$ cat config.mk
export PLATFORM = sky130hd
export DESIGN_NAME = dat_xfer_ctrl_flat
export DESIGN_NICKNAME = d
export VERILOG_FILES = /design/src/rtl/sd_dat_pkg.sv /design/src/rtl/dat_xfer_ctrl_if.sv /design/src/rtl/dat_timeout_cnt.sv /design/src/rtl/dat_xfer_ctrl.sv /design/src/flat_wrapper.sv
export SDC_FILE = /design/constraint.sdc
export NUM_CORES = 1
export LEC_CHECK = 0
export ABC_AREA = 0
export CORE_UTILIZATION = 55
export CTS_BUF_LIST = sky130_fd_sc_hd__clkbuf_8 sky130_fd_sc_hd__clkbuf_16
export CTS_CLUSTER_SIZE = 40
export DETAILED_ROUTE_END_ITERATION = 6
export PLACE_DENSITY = 0.89
export SETUP_SLACK_MARGIN = 0.5
export SYNTH_ARGS = -nofsm -noshare
export SYNTH_HDL_FRONTEND = slang
export SYNTH_SLANG_ARGS = --single-unit
$ cat constraint.sdc
create_clock -name clk -period 4.9 [get_ports clk]
set_clock_uncertainty 0.2 [all_clocks]
set_input_delay 0.98 -clock clk [delete_from_list [all_inputs] [get_ports clk]]
set_output_delay 0.98 -clock clk [all_outputs]
set_load 0.005 [all_outputs]
$ cat src/rtl/sd_dat_pkg.sv
// Shared types and constants for the SD DAT-line transfer sequencer.
// Holds the FSM state encoding, the error codes and a saturating counter helper.
package sd_dat_pkg;

  typedef enum logic [2:0] {
    IDLE,
    WAIT_FIFO,
    XFER,
    BUSY_WAIT,
    CHECK,
    GAP,
    DONE,
    ERROR
  } state_t;

  localparam logic [1:0] ERR_NONE = 2'b00;
  localparam logic [1:0] ERR_CRC  = 2'b01;
  localparam logic [1:0] ERR_TOUT = 2'b10;

  // Block count sticks at all-ones instead of wrapping on very long open-ended runs.
  function automatic logic [15:0] sat_inc16(input logic [15:0] v);
    return (v == 16'hFFFF) ? v : v + 16'd1;
  endfunction

endpackage

$ cat src/rtl/dat_xfer_ctrl_if.sv
// Bundle of register-file, buffer and serializer signals around the DAT transfer sequencer.
// The sequencer connects through the slave modport; the surrounding logic uses master.
interface dat_xfer_ctrl_if #(
  parameter int TOUT_W = 16
);
  import sd_dat_pkg::*;

  logic              trans_enable;
  logic              mode;
  logic              dat_width;
  logic              direction;
  logic [11:0]       block_size;
  logic [15:0]       block_num;
  logic [TOUT_W-1:0] timeout_val;
  logic              abort;
  logic              fifo_ready;
  logic              phy_done;
  logic              phy_crc_ok;
  logic              card_busy;

  logic              phy_start;
  logic              phy_dir;
  logic              phy_width;
  logic [11:0]       phy_bytes;
  logic              busy;
  logic [15:0]       blocks_done;
  logic              finnished_trans;
  logic              trans_error;
  logic [1:0]        err_code;
  state_t            dbg_state;

  // Handshake: fifo_ready is the block-level ready; a block is started (phy_start, one-cycle
  // valid strobe) only after fifo_ready is seen high in WAIT_FIFO. phy_done is a one-cycle
  // completion strobe and phy_crc_ok is meaningful only in the cycle phy_done is high.
  modport master (
    output trans_enable, mode, dat_width, direction, block_size, block_num, timeout_val,
           abort, fifo_ready, phy_done, phy_crc_ok, card_busy,
    input  phy_start, phy_dir, phy_width, phy_bytes, busy, blocks_done,
           finnished_trans, trans_error, err_code, dbg_state
  );

  modport slave (
    input  trans_enable, mode, dat_width, direction, block_size, block_num, timeout_val,
           abort, fifo_ready, phy_done, phy_crc_ok, card_busy,
    output phy_start, phy_dir, phy_width, phy_bytes, busy, blocks_done,
           finnished_trans, trans_error, err_code, dbg_state
  );

endinterface

$ cat src/rtl/dat_timeout_cnt.sv
// Cycle counter that flags expiry when it reaches a nonzero limit; a zero limit disables it.
// The count freezes at expiry (and at all-ones) so it never wraps back into range.
module dat_timeout_cnt #(
  parameter int W = 16
) (
  input  logic         clk,
  input  logic         reset,
  input  logic         clear,
  input  logic         enable,
  input  logic [W-1:0] limit,
  output logic         expired
);

  logic [W-1:0] cnt;

  assign expired = (limit != '0) && (cnt == limit);

  always_ff @(posedge clk) begin
    if (reset || clear) begin
      cnt <= '0;
    end else if (enable && !expired && (cnt != '1)) begin
      cnt <= cnt + 1'b1;
    end
  end

endmodule

$ cat src/rtl/dat_xfer_ctrl.sv
// SD host DAT-line block transfer sequencer: gates each block on buffer readiness, waits out
// card busy on writes, enforces inter-block gaps and timeouts, and reports done/error.
module dat_xfer_ctrl
  import sd_dat_pkg::*;
#(
  parameter int GAP_CYCLES = 2,
  parameter int TOUT_W     = 16
) (
  input logic           clk,
  input logic           reset,
  dat_xfer_ctrl_if.slave bus
);

  localparam int GAP_W = (GAP_CYCLES > 1) ? $clog2(GAP_CYCLES) : 1;
  localparam logic [GAP_W-1:0] GAP_LAST = GAP_W'((GAP_CYCLES > 0) ? GAP_CYCLES - 1 : 0);

  state_t            state;
  logic [GAP_W-1:0]  gap_cnt;
  logic [15:0]       target;
  logic [15:0]       blocks_done;
  logic [TOUT_W-1:0] tout_lim;
  logic              dir_q;
  logic              width_q;
  logic [11:0]       bytes_q;
  logic              phy_start_q;
  logic              fin_q;
  logic              err_q;
  logic [1:0]        err_code_q;

  logic tout_en;
  logic tout_clear;
  logic tout_expired;

  // The timer runs only in XFER/BUSY_WAIT and restarts on the XFER -> BUSY_WAIT hand-over.
  assign tout_en    = (state == XFER) || (state == BUSY_WAIT);
  assign tout_clear = !tout_en || ((state == XFER) && bus.phy_done);

  dat_timeout_cnt #(.W(TOUT_W)) u_tout (
    .clk     (clk),
    .reset   (reset),
    .clear   (tout_clear),
    .enable  (tout_en),
    .limit   (tout_lim),
    .expired (tout_expired)
  );

  always_ff @(posedge clk) begin
    if (reset) begin
      state       <= IDLE;
      gap_cnt     <= '0;
      target      <= '0;
      blocks_done <= '0;
      tout_lim    <= '0;
      dir_q       <= 1'b0;
      width_q     <= 1'b0;
      bytes_q     <= '0;
      phy_start_q <= 1'b0;
      fin_q       <= 1'b0;
      err_q       <= 1'b0;
      err_code_q  <= ERR_NONE;
    end else begin
      phy_start_q <= 1'b0;
      fin_q       <= 1'b0;
      err_q       <= 1'b0;
      case (state)
        IDLE: begin
          if (bus.trans_enable) begin
            target      <= bus.mode ? bus.block_num : 16'd1;
            tout_lim    <= bus.timeout_val;
            dir_q       <= bus.direction;
            width_q     <= bus.dat_width;
            bytes_q     <= bus.block_size;
            blocks_done <= '0;
            err_code_q  <= ERR_NONE;
            state       <= WAIT_FIFO;
          end
        end
        WAIT_FIFO: begin
          if (bus.abort) begin
            fin_q <= 1'b1;
            state <= DONE;
          end else if (bus.fifo_ready) begin
            phy_start_q <= 1'b1;
            state       <= XFER;
          end
        end
        XFER: begin
          // A completion landing on the expiry cycle still counts as a good block.
          if (bus.phy_done) begin
            if (bus.phy_crc_ok) begin
              blocks_done <= sat_inc16(blocks_done);
              state       <= dir_q ? BUSY_WAIT : CHECK;
            end else begin
              err_code_q <= ERR_CRC;
              err_q      <= 1'b1;
              state      <= ERROR;
            end
          end else if (tout_expired) begin
            err_code_q <= ERR_TOUT;
            err_q      <= 1'b1;
            state      <= ERROR;
          end
        end
        BUSY_WAIT: begin
          if (!bus.card_busy) begin
            state <= CHECK;
          end else if (tout_expired) begin
            err_code_q <= ERR_TOUT;
            err_q      <= 1'b1;
            state      <= ERROR;
          end
        end
        CHECK: begin
          if (bus.abort || ((target != 16'd0) && (blocks_done == target))) begin
            fin_q <= 1'b1;
            state <= DONE;
          end else if (GAP_CYCLES == 0) begin
            state <= WAIT_FIFO;
          end else begin
            gap_cnt <= '0;
            state   <= GAP;
          end
        end
        GAP: begin
          if (bus.abort) begin
            fin_q <= 1'b1;
            state <= DONE;
          end else if (gap_cnt == GAP_LAST) begin
            state <= WAIT_FIFO;
          end else begin
            gap_cnt <= gap_cnt + 1'b1;
          end
        end
        DONE:    state <= IDLE;
        ERROR:   state <= IDLE;
        default: state <= IDLE;
      endcase
    end
  end

  assign bus.phy_start       = phy_start_q;
  assign bus.phy_dir         = dir_q;
  assign bus.phy_width       = width_q;
  assign bus.phy_bytes       = bytes_q;
  assign bus.busy            = (state != IDLE);
  assign bus.blocks_done     = blocks_done;
  assign bus.finnished_trans = fin_q;
  assign bus.trans_error     = err_q;
  assign bus.err_code        = err_code_q;
  assign bus.dbg_state       = state;

endmodule
$ cat src/flat_wrapper.sv
// flat-port wrapper written by rule: the top's interface ports become plain ports
module dat_xfer_ctrl_flat import sd_dat_pkg::*;
#(
  parameter int GAP_CYCLES = 2,
  parameter int TOUT_W     = 16
)
  (clk, reset, bus_trans_enable, bus_mode, bus_dat_width, bus_direction, bus_block_size, bus_block_num, bus_timeout_val, bus_abort, bus_fifo_ready, bus_phy_done, bus_phy_crc_ok, bus_card_busy, bus_phy_start, bus_phy_dir, bus_phy_width, bus_phy_bytes, bus_busy, bus_blocks_done, bus_finnished_trans, bus_trans_error, bus_err_code, bus_dbg_state);
  dat_xfer_ctrl_if #(.TOUT_W(TOUT_W)) bus_i ();
  input logic clk;
  input logic reset;
  input wire logic [$bits(bus_i.trans_enable)-1:0] bus_trans_enable;
  input wire logic [$bits(bus_i.mode)-1:0] bus_mode;
  input wire logic [$bits(bus_i.dat_width)-1:0] bus_dat_width;
  input wire logic [$bits(bus_i.direction)-1:0] bus_direction;
  input wire logic [$bits(bus_i.block_size)-1:0] bus_block_size;
  input wire logic [$bits(bus_i.block_num)-1:0] bus_block_num;
  input wire logic [$bits(bus_i.timeout_val)-1:0] bus_timeout_val;
  input wire logic [$bits(bus_i.abort)-1:0] bus_abort;
  input wire logic [$bits(bus_i.fifo_ready)-1:0] bus_fifo_ready;
  input wire logic [$bits(bus_i.phy_done)-1:0] bus_phy_done;
  input wire logic [$bits(bus_i.phy_crc_ok)-1:0] bus_phy_crc_ok;
  input wire logic [$bits(bus_i.card_busy)-1:0] bus_card_busy;
  output wire logic [$bits(bus_i.phy_start)-1:0] bus_phy_start;
  output wire logic [$bits(bus_i.phy_dir)-1:0] bus_phy_dir;
  output wire logic [$bits(bus_i.phy_width)-1:0] bus_phy_width;
  output wire logic [$bits(bus_i.phy_bytes)-1:0] bus_phy_bytes;
  output wire logic [$bits(bus_i.busy)-1:0] bus_busy;
  output wire logic [$bits(bus_i.blocks_done)-1:0] bus_blocks_done;
  output wire logic [$bits(bus_i.finnished_trans)-1:0] bus_finnished_trans;
  output wire logic [$bits(bus_i.trans_error)-1:0] bus_trans_error;
  output wire logic [$bits(bus_i.err_code)-1:0] bus_err_code;
  output wire logic [$bits(bus_i.dbg_state)-1:0] bus_dbg_state;
  assign bus_i.trans_enable = bus_trans_enable;
  assign bus_i.mode = bus_mode;
  assign bus_i.dat_width = bus_dat_width;
  assign bus_i.direction = bus_direction;
  assign bus_i.block_size = bus_block_size;
  assign bus_i.block_num = bus_block_num;
  assign bus_i.timeout_val = bus_timeout_val;
  assign bus_i.abort = bus_abort;
  assign bus_i.fifo_ready = bus_fifo_ready;
  assign bus_i.phy_done = bus_phy_done;
  assign bus_i.phy_crc_ok = bus_phy_crc_ok;
  assign bus_i.card_busy = bus_card_busy;
  assign bus_phy_start = bus_i.phy_start;
  assign bus_phy_dir = bus_i.phy_dir;
  assign bus_phy_width = bus_i.phy_width;
  assign bus_phy_bytes = bus_i.phy_bytes;
  assign bus_busy = bus_i.busy;
  assign bus_blocks_done = bus_i.blocks_done;
  assign bus_finnished_trans = bus_i.finnished_trans;
  assign bus_trans_error = bus_i.trans_error;
  assign bus_err_code = bus_i.err_code;
  assign bus_dbg_state = bus_i.dbg_state;
  dat_xfer_ctrl #(.GAP_CYCLES(GAP_CYCLES), .TOUT_W(TOUT_W)) u_core (.clk(clk), .reset(reset), .bus(bus_i));
endmodule
==> metrics.md, run 1 <==
| Metric | Value |
|---|---|
| CTS tree | built |
| Yosys cell types | 51 |
| Post-synthesis sequential area ratio | 0.408 |
| Ant diodes | 0 |
| Critical path endpoint category | primary output |
| Most common library cells after synthesis | 110 x nand2_1, 87 x dfxtp_1, 62 x a21oi_1, 25 x nand3_1, 24 x nor2_1 |
| Synth Area per Inst | 7.98 um2 |
| Clk sinks | 87 |
| Initial Util | 0.580 |
| Crit Path Class | flip-flop to primary output |
| Cell Rows | 31 |
| Area Overhead vs Synth | 25.0% |
| CP max stage cell | dfxtp_1 |
| First-pass GRT wire length | 18200 um |
| Top post-synthesis cells by area | dfxtp_1 41%, nand2_1 9.7%, a21oi_1 7.3% |
| Inserted Clock Buffers | 9 |
| Cell Pwr Density | 335 mW/mm2 |
| Cts repair resizes | 0 |
| Post-synthesis cell area | 0.00427 mm2 |
| Max Freq | 0.320 GHz |
| Worst Path Arrival | 1950 ps |
| #FFs+latches synth | 87 |
| Fin nets | 664 |
| Leak | 1.84 nW |
| Die Wd | 90.1 um |
| CP startpoint | u_core.bus.dbg_state[0] |
| Number of flops mapped to enable cells by yosys | 0 |
| Fin crit share | 0.638 |
| Outcome | complete, no violations |
| Vias in the first global route | 3885 |
| Worst slew pin tran | 1030 ps |
| Crit-path cells | nor3_1, inv_1, clkdlybuf4s50_1 |
| Peak VDD IR | 0.295 mV |
| Number of setup violations in the final report | 0 |
| Setup crit start kind | flip-flop |
| Clock Path Buffers | 2 |
| # Max-Cap Violations | 0 |
| Total track usage | 0.275 |
| Setup repair bufs after CTS | 0 |
| Cells after synthesis | 535 |
| Final period demand of the worst path | 3130 ps |
| Clk Latency, worst-skew pair | 360 ps |
| Largest net degree at the start of global routing | 60 |
| Core area | 0.00737 mm2 |
| Critical Path Max Stage Delay | 780 ps |
| DRC Markers | 0 |
| Antenna-violating nets left | 0 |
| Total congestion overflow | 0 |
| Hold bufs inserted after CTS | 0 |
| Design area | 0.00534 mm2 |
| Slew Limit Fails | 0 |
| Syn Nets | 592 |
| Synth warn | 0 |
| Worst Hold Launch | u_core.bus.phy_bytes[10] |
| Initial antenna violation count | 0 |
| Via count | 4173 |
| Via density | 5.87 |
| First-pass iteration count of the detailed router | 5 |
| Critical Path Fanout Max | 22 |
| Pre-CTS setup slack | 1510 ps |
| CTS root buffer | clkbuf_8 |
| CP required | 3720 ps |
| Die height | 90.1 um |
| Final HPWL DP | 7840 um |
| Drt initial violations | 225 |
| Asr flop ratio synth | 0 |
| CTS clk-pin slew, worst paths | 90 ps |
| Tightest Hold Check Type | flip-flop to flip-flop |
| Final worst-path setup slack | 1770 ps |
| DIE AREA | 0.00812 mm2 |
| RR Startpoint | u_core.bus.dbg_state[0] |
| Count leader, synth | nand2_1 |
| Setup TNS | 0 ps |
| DRT Wirelength | 10800 um |
| Share of layout cells above drive strength 1 | 0.0408 |
| Final hold violation count | 0 |
| Wirelength per Cell | 15.2 um |
| Slew HR | 0.312 |
| Number of I/O port buffers | 93 |
| Area after DPL | 0.00515 mm2 |
| I/O Pins | 94 |
| Cell taking the most area after synthesis | dfxtp_1 |
| RSZ-0062 raised after global routing | false |
| Synth Flop Type | dfxtp_1 |
| Post-synth top area share | 0.408 |
| CTS H-tree lvls | 3 |
| Placer Congestion | 0.862 |
layout by cell type (no fill, tap or decap), types with 9 or more instances in the layout:
cell type        instances
dfxtp_1                 87
nand2b_1                10
nand2_1                110
clkbuf_8                10
clkdlybuf4s50_1         92
a21oi_1                 62
or3_1                    9
nand4_1                 18
nand3_1                 25
o21ai_0                 13
nor3_1                  11
xnor2_1                 22
nor2_1                  24
nor4_1                  16
xor2_1                  21
cell type report:
class                           instances  area [um2]
Multi-Input combinational cell        407        2320
Fill cell                             570        2030
Sequential cell                        87        1740
Timing Repair Buffer                   96         948
Clock buffer                           10         138
Tap cell                               99         124
Clock inverter                          6        46.3
Inverter                                6        22.5
critical path: cells and delay by family, from the launching register on:
| kind | cells | cell delay, ps |
|---|---|---|
| flip-flops | 1 | 780 |
| buffers and inverters | 2 | 620 |
| AND/OR/NAND/NOR | 1 | 190 |
power by group:
part | internal, mW | switching (mW)
Clock | 0.201 | 0.261
Combinational | 0.219 | 0.267
Sequential | 0.765 | 0.0725
layer usage:
metal  wire [um]  share of wire  vias up  track usage
met5           0              0        -            0
met4         159          0.015        0       0.0860
met3         880          0.081       19       0.0804
met1        4290           0.40     1964        0.333
met2        5500           0.51      165        0.469
li1            -              -     2025            -
state kept, by name (all words and copies together), names as in the netlist:
signal,count
u_core.target,16
u_core.tout_lim,16
u_core.bus.dbg_state,3
u_core.bus.blocks_done,16
u_core.bus.phy_width,1
u_core.bus.trans_error,1
u_core.u_tout.cnt,16
u_core.bus.phy_bytes,12
u_core.bus.finnished_trans,1
u_core.bus.phy_start,1
u_core.bus.phy_dir,1
u_core.gap_cnt,1
u_core.bus.err_code,2
cells by family (layout without fill, tap and decap cells):
| group | after synthesis | count (layout) | share of synthesized area |
|---|---|---|---|
| AO/OA/AOI/OAI | 101 | 101 | 0.136 |
| XOR/XNOR | 43 | 43 | 0.0882 |
| adder cells (fa/ha/maj) | 2 | 2 | 0.00586 |
| buffers and inverters | 41 | 118 | 0.0513 |
| flip-flops | 87 | 87 | 0.408 |
| multiplexers | 6 | 6 | 0.0141 |
| AND/OR/NAND/NOR | 255 | 255 | 0.297 |
per-stage QoR:
| stage | utilization | hold WS (ps) | power (mW) | std cells |
|---|---|---|---|---|
| after floorplan | - | 252 | 1.16 | 535 |
| after CTS | 0.724 | 259 | 1.79 | 711 |
| after global routing | 0.724 | 283 | 1.89 | 711 |
| after detailed placement | 0.699 | 246 | 1.34 | 695 |
| after global placement | 0.699 | 242 | 1.32 | 695 |
| final | 0.724 | 259 | 1.79 | 711 |
path summary, 6_finish.rpt:
path	cells after the start	endpoint	slack, ps
worst max-delay path	3	bus_busy	1770
worst min-delay path	2	u_core.bus.phy_bytes[10]	260
worst max register to register	4	u_core.bus.blocks_done[5]	2110
worst min register to register	2	u_core.bus.phy_bytes[10]	260
(Power assumes the default switching activity.)
==> run 2: changes to the inputs <==
CORE_UTILIZATION = 51   (was 55)
PLACE_DENSITY = 0.83   (was 0.89)
clock period = 3.1 ns   (was 4.9 ns; I/O delays follow)
==> run 2 against run 1 <==
Total power increased by 63%; hold slack hardly changed; sequential cell count did not move; largest power group unchanged; clock power grew 73%; setup slack worse by 1200 ps; first-iteration DRC count increased by 33%; cell count up 1.7%; register-to-register slack worse by 1400 ps.
==> metrics.md, run 2 (synthesized netlist as in run 1, its figures left out) <==
| Metric | Value |
|---|---|
| Design area | 0.00541 mm2 |
| I/O Pins | 94 |
| Worst slew pin tran | 601 ps |
| Slew HR | 0.600 |
| Clk Latency, worst-skew pair | 360 ps |
| CTS H-tree lvls | 3 |
| Number of I/O port buffers | 93 |
| Total congestion overflow | 0 |
| Peak VDD IR | 0.295 mV |
| Crit-path cells | nor3_2, inv_1, clkdlybuf4s50_1 |
| # Max-Cap Violations | 0 |
| RSZ-0062 raised after global routing | false |
| Max Freq | 0.403 GHz |
| Inserted Clock Buffers | 9 |
| CP max stage cell | dfxtp_2 |
| Total track usage | 0.267 |
| Area after DPL | 0.00520 mm2 |
| Leak | 1.87 nW |
| Switching pwr | 0.974 mW |
| First-pass iteration count of the detailed router | 5 |
| CTS root buffer | clkbuf_8 |
| Final hold violation count | 0 |
| Placer Congestion | 0.865 |
| Drt initial violations | 299 |
| Critical path endpoint category | primary output |
| Most frequent cells in the layout | 110 x nand2_1, 92 x clkdlybuf4s50_1, 86 x dfxtp_1 |
| DRT Wirelength | 11200 um |
| Hold bufs inserted after CTS | 0 |
| Commonest non-fill, non-tap cell in the layout | nand2_1 |
| Via density | 5.82 |
| Largest net degree at the start of global routing | 59 |
| Vias in the first global route | 3835 |
| Crit Path Class | flip-flop to primary output |
| Layout fillers | 686 |
| Core area | 0.00818 mm2 |
| Setup crit start kind | flip-flop |
| Slew Limit Fails | 0 |
| Final core area utilization | 0.662 |
| Die Wd | 93.5 um |
| Cell Pwr Density | 538 mW/mm2 |
| Cell Rows | 33 |
| Wirelength per Cell | 15.6 um |
| RR Startpoint | u_core.bus.blocks_done[15] |
| Critical Path Max Stage Delay | 580 ps |
| Final HPWL DP | 7760 um |
| Ant diodes | 0 |
| CP startpoint | u_core.bus.dbg_state[0] |
| Gate power share | 0.272 |
| DIE AREA | 0.00875 mm2 |
| Clock share of power | 0.274 |
| Initial Util | 0.522 |
| Tightest Hold Check Type | flip-flop to flip-flop |
| Final period demand of the worst path | 2480 ps |
| Outcome | complete, no violations |
| Fin nets | 670 |
| Share of power burned in registers | 0.454 |
| Register-to-register setup slack | 660 ps |
| Via count | 4206 |
| Initial antenna violation count | 0 |
| First-pass GRT wire length | 18500 um |
| Setup TNS | 0 ps |
| Critical Path Fanout Max | 22 |
| Fin crit share | 0.800 |
| Antenna-violating nets left | 0 |
| Clock Path Buffers | 2 |
| CTS clk-pin slew, worst paths | 90 ps |
| Number of setup violations in the final report | 0 |
| Share of layout cells above drive strength 1 | 0.0550 |
| Worst Path Arrival | 1660 ps |
| DRC Markers | 0 |
| Die height | 93.5 um |
| CP required | 2280 ps |
| Switching part of the total | 0.334 |
| Clk sinks | 87 |
| Int Pwr | 1.94 mW |
| Worst Hold Launch | u_core.bus.phy_bytes[5] |
| CTS tree | built |
| Area Overhead vs Synth | 26.7% |
==> run 2: cell types whose count changed in the layout (fill, tap and decap cells not counted), sizes merged <==
cell / delta
buf: +6
clkinvlp: +3
inv: -2
bufinv: +1
clkbuf: -1
clkinv: -1
==> run 2: repair_timing <==
item                       4_1_cts  5_1_grt
setup endpoints to repair        1        6
pin swaps                        0        1
buffers inserted                 0        1
resized for setup                1        1
==> run 2: worst paths after layout <==
kind,cells past startpoint,end
setup reg to reg,6,u_core.bus.dbg_state[1]
setup / recovery,3,bus_busy
hold reg to reg,2,u_core.bus.phy_bytes[5]
hold / removal,2,u_core.bus.phy_bytes[5]
==> run 2: critical path: cells and delay by family (launching register included) <==
kind	cells	cell delay, ps
buffers and inverters	2	610
DFF	1	580
and+or+nand+nor	1	110
==> run 2: stage by stage <==
stage	hold WS (ps)	cells	power (mW)	setup slack [ps]
after detailed placement	248	706	2.12	268
after global routing	285	723	3.07	526
after CTS	262	722	2.91	541
after global placement	242	706	2.09	335
after floorplan	252	535	1.84	993
final	259	723	2.91	620
==> run 2: final cells by class <==
type                    instances  area (um2)  share of cell area
repair buffers                102         993               0.184
clock inverters                 7        73.8              0.0136
multi-input cells             407        2320               0.429
inverters                       6        22.5             0.00416
flip-flops and latches         87        1740               0.322
well taps                     105         131              0.0243
clock buffers                   9         124              0.0229
==> run 2: layer usage <==
layer | wire length [um] | vias to the layer above | GRT usage
met1 | 4890 | 2004 | 0.347
met2 | 5530 | 143 | 0.441
met3 | 639 | 16 | 0.0439
li1 | - | 2043 | -
met5 | 0 | - | 0
met4 | 189 | 0 | 0.104
==> run 2: power by group through the flow <==
stage / registers [mW] / logic (mW) / clock network, mW
floorplan: 1.30 / 0.539 / 0
global placement: 1.34 / 0.756 / 0
detailed placement: 1.34 / 0.778 / 0
CTS: 1.32 / 0.788 / 0.803
global route: 1.34 / 0.886 / 0.851
finish: 1.32 / 0.793 / 0.797
==> run 3: changes to the inputs <==
clock period = 2.3 ns   (was 3.1 ns; I/O delays follow)
==> run 3 against run 2 <==
Setup slack lost 740 ps; die area unchanged; via count increased by 41%; wire length increased by 110%; critical path depth up 6; global-route usage increased by 11 points; cell count increased by 17%; final area increased by 43%; sequential cell count is the same; count of clock-buffer cells in the layout is 3 higher; the run now ends with setup timing left; combinational power rose to 3.4 times the previous value; sequential power grew 37%.
==> metrics.md, run 3 (synthesized netlist as in run 1, its figures left out) <==
| Metric | Value |
|---|---|
| Outcome | finished, violations left |
| Failing checks | setup timing |
| Die Wd | 93.5 um |
| First-pass iteration count of the detailed router | 7 |
| Peak VDD IR | 0.532 mV |
| Drt initial violations | 843 |
| CTS H-tree lvls | 3 |
| CP required | 2330 ps |
| Int Pwr | 3.43 mW |
| Most frequent cells in the layout | 86 x nand2_1, 86 x buf_4, 49 x clkdlybuf4s50_1 |
| Switching pwr | 2.19 mW |
| CTS root buffer | clkbuf_8 |
| I/O Pins | 94 |
| Final worst-path setup slack | -124 ps |
| Crit path buffers/inverters | 3 |
| Slew Limit Fails | 0 |
| Slew HR | 0.272 |
| Placer Congestion | 0.894 |
| Fin cells | 849 |
| Max Freq | 0.413 GHz |
| CTS tree | built |
| Largest net degree at the start of global routing | 58 |
| Register area | 0.00185 mm2 |
| Critical Path Fanout Max | 3 |
| Fin crit share | 1.05 |
| Initial Util | 0.522 |
| Crit-path cells | and4_4, nand4_1, buf_4, nor3_4, buf_6, nand3b_1, buf_6, nor3_4, mux2i_2 |
| Total track usage | 0.379 |
| RSZ-0062 raised after global routing | true |
| Global-route track usage on met1 | 0.451 |
| Share of layout cells above drive strength 1 | 0.496 |
| # Max-Cap Violations | 0 |
| Final HPWL DP | 8190 um |
| CTS clk-pin slew, worst paths | 90 ps |
| Number of I/O port buffers | 93 |
| Worst slew pin tran | 1090 ps |
| Clock share of power | 0.196 |
| Number of setup violations in the final report | 5 |
| Area Overhead vs Synth | 81.0% |
| Placed insts | 735 |
| Clk sinks | 87 |
| Wirelength per Cell | 28.2 um |
| First-pass GRT wire length | 25700 um |
| CP max stage cell | dfxtp_4 |
| Worst Path Arrival | 2460 ps |
| Clock Path Buffers | 2 |
| Final hold violation count | 0 |
| GR Util met2 | 0.623 |
| Met3 Track Usage GR | 0.0821 |
| Grt peak-use layer | met2 |
| Critical path endpoint category | flip-flop |
| Via count | 5921 |
| Tightest Hold Check Type | input pin to flip-flop |
| DRT Wirelength | 24000 um |
| Initial antenna violation count | 3 |
| Share of power burned in registers | 0.322 |
| Switching part of the total | 0.389 |
| Layout fillers | 197 |
| Multi-input gate area | 0.00332 mm2 |
| Cell Pwr Density | 727 mW/mm2 |
| Final period demand of the worst path | 2420 ps |
| Delay-heaviest family, CP | simple AND/OR/NAND/NOR gates |
| Setup TNS | -196 ps |
| DIE AREA | 0.00875 mm2 |
| Cell Rows | 33 |
| Fin nets | 796 |
| DRC Markers | 0 |
| Total congestion overflow | 0 |
| Inserted Clock Buffers | 9 |
| Critical Path Max Stage Delay | 380 ps |
| Clk Latency, worst-skew pair | 380 ps |
| Gate power share | 0.483 |
| Ant diodes | 0 |
| Worst hold margin | 267 ps |
| Setup crit start kind | flip-flop |
| Core area | 0.00818 mm2 |
| Hold bufs inserted after CTS | 0 |
| Crit Path Class | flip-flop to flip-flop |
| Vias in the first global route | 5258 |
| Die height | 93.5 um |
| Leak | 3.11 nW |
| Via density | 6.97 |
| Antenna-violating nets left | 0 |
-- run 3: cell types whose count changed in the layout (fill, tap and decap cells not counted), moves of 21 or more --
| cell | delta |
|---|---|
| dfxtp_1 | -50 |
| a21oi_2 | +43 |
| dfxtp_2 | +33 |
| dlygate4sd2_1 | +34 |
| a21oi_1 | -44 |
| buf_6 | +28 |
| buf_4 | +77 |
| nand2_4 | +21 |
| clkdlybuf4s50_1 | -43 |
| nand2_1 | -24 |
-- run 3: stage by stage --
| stage | cell area [um2] | power (mW) | util | setup WS (ps) |
|---|---|---|---|---|
| 3_3_place_gp | 5550 | 2.96 | 0.678 | -129 |
| 5_1_grt | 7730 | 5.74 | 0.946 | -266 |
| 4_1_cts | 6680 | 4.70 | 0.818 | 214 |
| 6_report | 7730 | 5.62 | 0.946 | -124 |
| 3_5_place_dp | 5550 | 3.00 | 0.678 | -219 |
| 2_1_floorplan | 4390 | 2.52 | - | 371 |
-- run 3: final timing paths --
check,from,to,slack (ps),cells past startpoint
hold reg to reg,u_core.bus.err_code[1],u_core.bus.err_code[1],280,1
hold / removal,reset,u_core.u_tout.cnt[4],270,4
setup / recovery,u_core.u_tout.cnt[2],u_core.u_tout.cnt[9],-120,9
setup reg to reg,u_core.u_tout.cnt[2],u_core.u_tout.cnt[9],-120,9
-- run 3: cell type report --
| cell class | instances | area share |
|---|---|---|
| multi-input cells | 411 | 0.429 |
| clock buffers | 12 | 0.0214 |
| well taps | 105 | 0.0170 |
| inverters | 6 | 0.00291 |
| flip-flops and latches | 87 | 0.239 |
| repair buffers | 224 | 0.287 |
| clock inverters | 4 | 0.00372 |
-- run 3: power groups by stage --
| stage | clock, mW | combinational (mW) | sequential, mW |
|---|---|---|---|
| floorplan | 0 | 0.765 | 1.76 |
| global placement | 0 | 1.17 | 1.79 |
| detailed placement | 0 | 1.20 | 1.80 |
| CTS | 1.04 | 1.90 | 1.76 |
| global route | 1.16 | 2.78 | 1.81 |
| finish | 1.10 | 2.71 | 1.81 |
-- run 3: what timing repair did --
action | 4_1_cts | 5_1_grt
endpoints found under the setup margin | 116 | 97
gates cloned | 11 | 2
hold endpoints to repair | 0 | 0
pin swaps | 54 | 92
gates resized for setup | 156 | 195
setup buffers | 52 | 33
-- run 3: worst reg2reg max path, cell delays in order, from the launching register on --
cell and delay (ps):
dfxtp_4 380, and4_4 250, nand4_1 130, buf_4 200, nor3_4 230, buf_6 140, nand3b_1 190, buf_6 150
nor3_4 40, mux2i_2 370
-- run 3: metal layers --
metal  part of all wire  wire length (um)  up-vias
met3               0.13              3180      241
met2               0.44             10600      675
met1               0.33              7920     2704
li1                   -                 -     2299
met4              0.095              2270        2
met5            0.00042                10        -
